<file path="src/rtl/snooper_adapter_pkg.sv">
// -----------------------------------------------------------------------------
// snooper_adapter_pkg
// Shared definitions for the P3 agent adapters:
//   - mem_width(): memory word width derived from the byte/word address widths
//   - state_t:     snooper write FSM encoding
//   - keep_popcount(): number of valid bytes in a 4-bit keep field (also used
//                      by the CPU read adapter's transfer-size logic)
// -----------------------------------------------------------------------------
package snooper_adapter_pkg;

  localparam int SN_KEEP_WIDTH = 4;

  // A memory word holds 2^(byte_addr_width - addr_width) bytes.
  function automatic int mem_width(input int byte_addr_width, input int addr_width);
    return (1 << (byte_addr_width - addr_width)) * 8;
  endfunction

  typedef enum logic [2:0] {
    ST_IDLE,   // waiting for the controller to offer a free buffer
    ST_LO,     // next accepted beat is the even (upper) word of a bigword
    ST_HI,     // next accepted beat is the odd (lower) word of a bigword
    ST_DRAIN,  // buffer full: consume and drop the rest of the packet
    ST_DONE    // completion handshake towards the controller
  } state_t;

  function automatic logic [2:0] keep_popcount(input logic [SN_KEEP_WIDTH-1:0] keep);
    logic [2:0] cnt;
    cnt = '0;
    for (int i = 0; i < SN_KEEP_WIDTH; i++) begin
      cnt = cnt + {2'b00, keep[i]};
    end
    return cnt;
  endfunction

endpackage

</file>
<file path="src/rtl/snooper_adapter_packer.sv">
// -----------------------------------------------------------------------------
// bigword_packer
// Holds the even (lo) word of a bigword and issues the registered bigword
// write once the odd (hi) word arrives, or a half-filled flush write when a
// packet ends on an even word.
// Ports:
//   clk, rst         clock, asynchronous active-low reset
//   lo_load          accepted beat is the even word (latched)
//   hi_load          accepted beat is the odd word (write issued)
//   flush            packet ended on an even word with at least one byte
//   beat_data/keep   accepted beat contents
//   wr_en/data/be    registered write strobe, bigword, byte enables
// -----------------------------------------------------------------------------
module bigword_packer #(
  parameter  int MEM_WIDTH  = 32,
  localparam int KEEP_WIDTH = MEM_WIDTH / 8
) (
  input  logic                    clk,
  input  logic                    rst,
  input  logic                    lo_load,
  input  logic                    hi_load,
  input  logic                    flush,
  input  logic [MEM_WIDTH-1:0]    beat_data,
  input  logic [KEEP_WIDTH-1:0]   beat_keep,
  output logic                    wr_en,
  output logic [2*MEM_WIDTH-1:0]  wr_data,
  output logic [2*KEEP_WIDTH-1:0] wr_be
);

  logic [MEM_WIDTH-1:0]    lo_data_reg;
  logic [KEEP_WIDTH-1:0]   lo_be_reg;
  logic                    wr_en_reg;
  logic [2*MEM_WIDTH-1:0]  wr_data_reg;
  logic [2*KEEP_WIDTH-1:0] wr_be_reg;

  always_ff @(posedge clk or negedge rst) begin
    if (!rst) begin
      lo_data_reg <= '0;
      lo_be_reg   <= '0;
      wr_en_reg   <= 1'b0;
      wr_data_reg <= '0;
      wr_be_reg   <= '0;
    end else begin
      wr_en_reg <= 1'b0;
      if (lo_load) begin
        lo_data_reg <= beat_data;
        lo_be_reg   <= beat_keep;
      end
      // A flush carries the even word straight through; the odd half is empty.
      if (flush) begin
        wr_en_reg   <= 1'b1;
        wr_data_reg <= {beat_data, {MEM_WIDTH{1'b0}}};
        wr_be_reg   <= {beat_keep, {KEEP_WIDTH{1'b0}}};
      end
      if (hi_load) begin
        wr_en_reg   <= 1'b1;
        wr_data_reg <= {lo_data_reg, beat_data};
        wr_be_reg   <= {lo_be_reg, beat_keep};
      end
    end
  end

  assign wr_en   = wr_en_reg;
  assign wr_data = wr_data_reg;
  assign wr_be   = wr_be_reg;

endmodule

</file>
<file path="src/rtl/snooper_adapter.sv">
// -----------------------------------------------------------------------------
// snooper_adapter
// Accepts a 32-bit snooped packet stream, packs beat pairs into 64-bit
// bigwords and writes them into packet memory from pair index 0. At end of
// packet it pulses pkt_done with the stored byte length and a truncation flag.
// Ports:
//   clk, rst                         clock, asynchronous active-low reset
//   sn_data/keep/vld/last, sn_rdy    snooped beat stream (big-endian)
//   buf_rdy                          controller has a free buffer (IDLE only)
//   wr_en/addr/data/be               bigword write port (addr = pair index)
//   byte_len, truncated, pkt_done    completion report
// -----------------------------------------------------------------------------
module snooper_adapter
  import snooper_adapter_pkg::*;
#(
  parameter  int BYTE_ADDR_WIDTH = 12,
  parameter  int ADDR_WIDTH      = 10,
  parameter  bit BUF_IN          = 1'b0,
  localparam int MEM_WIDTH       = mem_width(BYTE_ADDR_WIDTH, ADDR_WIDTH),
  localparam int KEEP_WIDTH      = MEM_WIDTH / 8
) (
  input  logic                     clk,
  input  logic                     rst,
  input  logic [MEM_WIDTH-1:0]     sn_data,
  input  logic [KEEP_WIDTH-1:0]    sn_keep,
  input  logic                     sn_vld,
  input  logic                     sn_last,
  output logic                     sn_rdy,
  input  logic                     buf_rdy,
  output logic                     wr_en,
  output logic [ADDR_WIDTH-2:0]    wr_addr,
  output logic [2*MEM_WIDTH-1:0]   wr_data,
  output logic [2*KEEP_WIDTH-1:0]  wr_be,
  output logic [BYTE_ADDR_WIDTH:0] byte_len,
  output logic                     truncated,
  output logic                     pkt_done
);

  localparam logic [ADDR_WIDTH-2:0]      PAIR_MAX = '1;
  localparam logic [ADDR_WIDTH-2:0]      PAIR_ONE = 1;
  localparam logic [BYTE_ADDR_WIDTH+1:0] CAPACITY = (BYTE_ADDR_WIDTH+2)'(1) << BYTE_ADDR_WIDTH;

  state_t                   state_reg;
  logic                     sn_rdy_reg;
  logic [ADDR_WIDTH-2:0]    pair_cnt_reg;
  logic [BYTE_ADDR_WIDTH:0] byte_len_reg;
  logic                     trunc_reg;
  logic                     pkt_done_reg;
  logic                     wait_wr_reg;   // final write still in flight when DONE is entered

  logic                     port_accept;
  logic                     beat_vld;
  logic [MEM_WIDTH-1:0]     beat_data;
  logic [KEEP_WIDTH-1:0]    beat_keep;
  logic                     beat_last;

  assign port_accept = sn_vld & sn_rdy_reg;

  // Optional input stage. Only beats already accepted at the port travel
  // through it, so the handshake itself is never delayed.
  generate
    if (BUF_IN) begin : g_buf_in
      logic                  beat_vld_reg;
      logic [MEM_WIDTH-1:0]  beat_data_reg;
      logic [KEEP_WIDTH-1:0] beat_keep_reg;
      logic                  beat_last_reg;

      always_ff @(posedge clk or negedge rst) begin
        if (!rst) begin
          beat_vld_reg  <= 1'b0;
          beat_data_reg <= '0;
          beat_keep_reg <= '0;
          beat_last_reg <= 1'b0;
        end else begin
          beat_vld_reg  <= port_accept;
          beat_data_reg <= sn_data;
          beat_keep_reg <= sn_keep;
          beat_last_reg <= sn_last;
        end
      end

      assign beat_vld  = beat_vld_reg;
      assign beat_data = beat_data_reg;
      assign beat_keep = beat_keep_reg;
      assign beat_last = beat_last_reg;
    end else begin : g_direct_in
      assign beat_vld  = port_accept;
      assign beat_data = sn_data;
      assign beat_keep = sn_keep;
      assign beat_last = sn_last;
    end
  endgenerate

  logic lo_load;
  logic hi_load;
  logic flush;
  logic store_beat;

  assign lo_load    = beat_vld && (state_reg == ST_LO);
  assign hi_load    = beat_vld && (state_reg == ST_HI);
  assign flush      = lo_load && beat_last && (beat_keep != '0);
  assign store_beat = lo_load || hi_load;

  // Saturating byte count.
  logic [BYTE_ADDR_WIDTH+1:0] len_sum;
  logic [BYTE_ADDR_WIDTH:0]   byte_len_next;

  always_comb begin
    len_sum       = {1'b0, byte_len_reg} + {{(BYTE_ADDR_WIDTH-1){1'b0}}, keep_popcount(beat_keep)};
    byte_len_next = len_sum[BYTE_ADDR_WIDTH:0];
    if (len_sum > CAPACITY) begin
      byte_len_next = CAPACITY[BYTE_ADDR_WIDTH:0];
    end
  end

  bigword_packer #(
    .MEM_WIDTH (MEM_WIDTH)
  ) u_packer (
    .clk       (clk),
    .rst       (rst),
    .lo_load   (lo_load),
    .hi_load   (hi_load),
    .flush     (flush),
    .beat_data (beat_data),
    .beat_keep (beat_keep),
    .wr_en     (wr_en),
    .wr_data   (wr_data),
    .wr_be     (wr_be)
  );

  always_ff @(posedge clk or negedge rst) begin
    if (!rst) begin
      state_reg    <= ST_IDLE;
      sn_rdy_reg   <= 1'b0;
      pair_cnt_reg <= '0;
      byte_len_reg <= '0;
      trunc_reg    <= 1'b0;
      pkt_done_reg <= 1'b0;
      wait_wr_reg  <= 1'b0;
    end else begin
      pkt_done_reg <= 1'b0;

      // The pair index follows the registered write, so it always names the
      // pair being written while wr_en is high. It stops at the last pair.
      if (wr_en && (pair_cnt_reg != PAIR_MAX)) begin
        pair_cnt_reg <= pair_cnt_reg + PAIR_ONE;
      end
      if (store_beat) begin
        byte_len_reg <= byte_len_next;
      end

      // Stop accepting as soon as a last beat is taken at the port; with the
      // input stage the FSM only sees that beat one cycle later.
      if (port_accept && sn_last) begin
        sn_rdy_reg <= 1'b0;
      end

      case (state_reg)
        ST_IDLE: begin
          if (buf_rdy) begin
            state_reg    <= ST_LO;
            sn_rdy_reg   <= 1'b1;
            pair_cnt_reg <= '0;
            byte_len_reg <= '0;
            trunc_reg    <= 1'b0;
          end
        end
        ST_LO: begin
          if (beat_vld) begin
            if (beat_last) begin
              state_reg   <= ST_DONE;
              sn_rdy_reg  <= 1'b0;
              wait_wr_reg <= (beat_keep != '0);
              // Nothing to write: report completion right away.
              if (beat_keep == '0) begin
                pkt_done_reg <= 1'b1;
              end
            end else begin
              state_reg <= ST_HI;
            end
          end
        end
        ST_HI: begin
          if (beat_vld) begin
            if (beat_last) begin
              state_reg   <= ST_DONE;
              sn_rdy_reg  <= 1'b0;
              wait_wr_reg <= 1'b1;
            end else if (pair_cnt_reg == PAIR_MAX) begin
              state_reg <= ST_DRAIN;
              trunc_reg <= 1'b1;
            end else begin
              state_reg <= ST_LO;
            end
          end
        end
        ST_DRAIN: begin
          if (beat_vld && beat_last) begin
            state_reg    <= ST_DONE;
            sn_rdy_reg   <= 1'b0;
            pkt_done_reg <= 1'b1;
          end
        end
        ST_DONE: begin
          // The final write lands this cycle; completion follows it.
          pkt_done_reg <= wait_wr_reg;
          wait_wr_reg  <= 1'b0;
          sn_rdy_reg   <= 1'b0;
          state_reg    <= ST_IDLE;
        end
        default: begin
          state_reg  <= ST_IDLE;
          sn_rdy_reg <= 1'b0;
        end
      endcase
    end
  end

  assign sn_rdy    = sn_rdy_reg;
  assign wr_addr   = pair_cnt_reg;
  assign byte_len  = byte_len_reg;
  assign truncated = trunc_reg;
  assign pkt_done  = pkt_done_reg;

endmodule

</file>
<file path="config.mk">
export PLATFORM = sky130hd
export DESIGN_NAME = snooper_adapter
export DESIGN_NICKNAME = d
export VERILOG_FILES = /design/src/rtl/snooper_adapter_pkg.sv /design/src/rtl/snooper_adapter_packer.sv /design/src/rtl/snooper_adapter.sv
export SDC_FILE = /design/constraint.sdc
export NUM_CORES = 1
export LEC_CHECK = 0
export CAP_MARGIN = 25
export CORE_AREA = 2 2 136 138
export CTS_CLUSTER_SIZE = 30
export DETAILED_ROUTE_END_ITERATION = 8
export DIE_AREA = 0 0 138 140
export PLACE_DENSITY_LB_ADDON = 0.05
export SETUP_SLACK_MARGIN = 0.02
export SKIP_LAST_GASP = 1
export SYNTH_ARGS = -nofsm -noshare
export SYNTH_HDL_FRONTEND = slang
export SYNTH_SLANG_ARGS = --single-unit
</file>
<file path="constraint.sdc">
create_clock -name clk -period 2.6 [get_ports clk]
set_input_delay 0.65 -clock clk [delete_from_list [all_inputs] [get_ports clk]]
set_output_delay 0.65 -clock clk [all_outputs]
set_load 0.03 [all_outputs]
</file>
==> results.sh <==
export IMPL_status="finished, violations left"
export IMPL_violations="setup timing"
export IMPL_ios=139
export IMPL_clock_power_share_pct=21.9
export IMPL_numCtsBuffers=17
export IMPL_hold_viol=0
export IMPL_hp_class="in -> async"
export IMPL_drt_total_wl_microns=15700
export IMPL_setup_violations=12
export IMPL_ant_nets=0
export IMPL_cts_hold_buf=0
export IMPL_dp_hpwl_microns=10500
export IMPL_crit_required_ns=2.92
export IMPL_vdd_drop_max_mv=0.519
export IMPL_rows=49
export IMPL_antenna_found_initial=0
export IMPL_largest_register_ffs=64
export IMPL_wl_per_cell_microns=16.8
export IMPL_overflow=0
export IMPL_ys_warn_count=0
export IMPL_yosysMostFrequentCell="dfrtp_1"
export IMPL_die_y_microns=140
export IMPL_timing_final_crit_share_pct=109
export IMPL_htreeDepth=4
export IMPL_stdcell_area_sq_um=8730
export IMPL_first_global_vias=4884
export IMPL_setup_tns_final_ns=-2.06
export IMPL_antenna_diode_count=0
export IMPL_synthArstFlopShare_pct=100
export IMPL_mappedNetlistArea_sq_um=6120
export IMPL_multi_input_area_sq_um=2590
export IMPL_grt_busiest_layer="met2"
export IMPL_grt_pass1_wl_microns=26200
export IMPL_dieArea_sq_um=19300
export IMPL_ys_top_cells_by_count="dfrtp_1 (138), nand2_1 (53), o21ai_0 (45), mux2i_1 (40), mux2_2 (37)"
export IMPL_cp_arrival_ns=3.14
export IMPL_p_int_uw=6170
export IMPL_grt_max_degree=60
export IMPL_synth_edf_count=0
export IMPL_synth_area_per_cell_sq_um=11.6
export IMPL_synth_seq_cells=138
export IMPL_root_buffer="clkbuf_16"
export IMPL_grtUsageMet1_pct=21.7
export IMPL_cts_sinks=138
export IMPL_syn_instance_count=527
export IMPL_grt_met2_usage_pct=26.5
export IMPL_finClkSkew_ns=0.00681
export IMPL_area_delta_synth_final_pct=42.5
export IMPL_synth_nets=575
export IMPL_yosysTopAreaCell="dfrtp_1"
export IMPL_drv_cap=0
export IMPL_cp_max_fo=6
export IMPL_swShare_pct=37.5
export IMPL_seqCellArea_sq_um=3450
export IMPL_p_per_area_nw_per_um2=1130
export IMPL_synth_seq_area_share_pct=56.4
export IMPL_layout_nets=742
export IMPL_core_sq_um=17800
export IMPL_p_seq_share_pct=35.8
export IMPL_final_layout_size_suffix_gt1_share_pct=22.0
export IMPL_p_sw_uw=3700
export IMPL_rsz0062_at_grt="true"
export IMPL_worst_pin_slew_ns=0.604
export IMPL_ctsLongestPathBuffers=2
export IMPL_report_final_slew_viol_count=0
export IMPL_start_util_pct=34.4
export IMPL_yosysTopAreaCellShare_pct=56.4
export IMPL_gp_congestion=0.876
export IMPL_drt_iter0_drc=178
export IMPL_period_needed_ns=2.82
export IMPL_synthDistinctLibCells=54
export IMPL_portBuffers=138
export IMPL_fmax_ghz=0.354
export IMPL_critPathCaptureType="register"
export IMPL_vias=4744
export IMPL_die_w_microns=138
export IMPL_grt_usage_pct=16.9
export IMPL_met3_usage_pct=6.19
export IMPL_clk_pin_slew_ns=0.06
export IMPL_synth_flop_cell="dfrtp_1"
export IMPL_final_setup_worst_slack_ns=-0.221
export IMPL_power_frac_comb_pct=42.2
export IMPL_drc=0
export IMPL_placement_cell_area_sq_um=8050
export IMPL_drt_pass1_iter_count=4
export IMPL_worstSetupPathType="in -> reg"
export IMPL_cts_tree="built"
export IMPL_reg2reg_depth=8
export IMPL_num_fill_cells=1613
export IMPL_synthTopCellsByArea="dfrtp_1 (56%), mux2_2 (6.8%), mux2i_1 (6.5%), a22o_1 (5.1%), o21ai_0 (3.7%)"
export IMPL_slew_headroom_pct=59.6
export IMPL_cp_start_kind="primary input"
export IMPL_p_leak_uw=0.00365
export IMPL_vias_per_cell=5.07
export IMPL_clock_latency_ns=0.42
-- cell usage in the layout (no fill, tap or decap), drive strengths merged, types with 2 or more instances in the layout --
cell type | Yosys | final
a21oi | 15 | 15
a31oi | 3 | 3
o211ai | 2 | 2
clkdlybuf4s50 | 0 | 134
xor2 | 5 | 5
a31o | 2 | 2
inv | 11 | 12
or3 | 3 | 3
nand3 | 11 | 11
clkbuf | 11 | 20
nor4 | 4 | 4
a221oi | 4 | 4
nand4 | 5 | 5
nand2 | 55 | 55
nor2 | 28 | 28
clkinvlp | 0 | 5
ha | 4 | 4
buf | 24 | 49
mux2i | 40 | 40
xnor2 | 2 | 2
o21ai | 52 | 52
clkinv | 0 | 5
and3b | 3 | 3
a22o | 36 | 36
mux2 | 37 | 37
dfrtp | 138 | 138
and3 | 5 | 5
nor3 | 8 | 8
nor2b | 3 | 3
fa | 3 | 3
-- final cells by class --
cell class	instances	area share [%]
Sequential cell	138	39.6
Multi-Input combinational cell	343	29.7
Timing Repair Buffer	183	21.0
Clock buffer	20	5.12
Tap cell	229	3.28
Clock inverter	11	0.860
Inverter	11	0.473
-- logic make-up (layout without fill, tap and decap cells) --
family                     after synthesis  count (layout)  synth area share (%)
and+or+nand+nor                        129             129                  10.6
adders and majority gates                7               7                  1.80
xor gates and xnor gates                 7               7                  1.00
DFF                                    138             138                  56.4
muxes                                   77              77                  13.3
AOI/OAI and AO/OA                      123             123                  13.4
buffers and inverters                   46             225                  3.41
-- metal layers --
layer / routed length [microns] / part of all wire, % / vias to the layer above
met3: 1030 / 6.5 / 25
met1: 7050 / 45 / 2348
li1: - / - / 2230
met2: 7340 / 47 / 141
met5: 0 / 0 / -
met4: 317 / 2.0 / 0
-- through the flow --
step / instances / setup slack [ns] / total power [uW] / hold slack, ns / util (%)
2_1_floorplan: 527 / -0.420 / 5900 / 0.354 / -
3_3_place_gp: 896 / -1.05 / 7630 / 0.462 / 45.3
3_5_place_dp: 896 / -1.14 / 7710 / 0.470 / 45.3
4_1_cts: 931 / -0.283 / 9970 / 0.194 / 48.7
5_1_grt: 935 / -0.290 / 10500 / 0.210 / 49.1
6_report: 935 / -0.221 / 9870 / 0.182 / 49.1
-- worst paths after layout --
path / endpoint / slack (ns) / from
worst max-delay path: byte_len[2] / -0.22 / sn_keep[1]
worst min-delay path: byte_len[3] / 0.18 / rst
worst max register to register: byte_len[2] / 0.17 / byte_len[0]
worst min register to register: u_packer.wr_data[33] / 0.48 / u_packer.wr_data[33]
max in group asynchronous: u_packer.wr_data[22] / 1.77 / rst
min in group clk: u_packer.wr_data[33] / 0.48 / u_packer.wr_data[33]
-- worst max-delay path, cell delays in order --
cell	delay, ns
buf_8	0.10
fa_1	0.49
fa_2	0.37
fa_2	0.41
and3_4	0.24
o31ai_4	0.19
a21oi_2	0.09
nor3_2	0.27
a221oi_2	0.09
nor4_2	0.24
-- what timing repair did --
action	4_1_cts	5_1_grt
resized for setup	26	11
endpoints found under the setup margin	13	13
pin swaps	19	11
endpoints found under the hold margin	0	0
setup buffers	4	4
-- power groups by stage --
stage               registers (uW)  clock network (uW)  logic (uW)
floorplan                     4520                   0        1380
global placement              3530                   0        4100
CTS                           3540                2230        4200
detailed placement            3560                   0        4150
finish                        3540                2170        4170
global route                  3670                2350        4460
(Power assumes the default switching activity.)
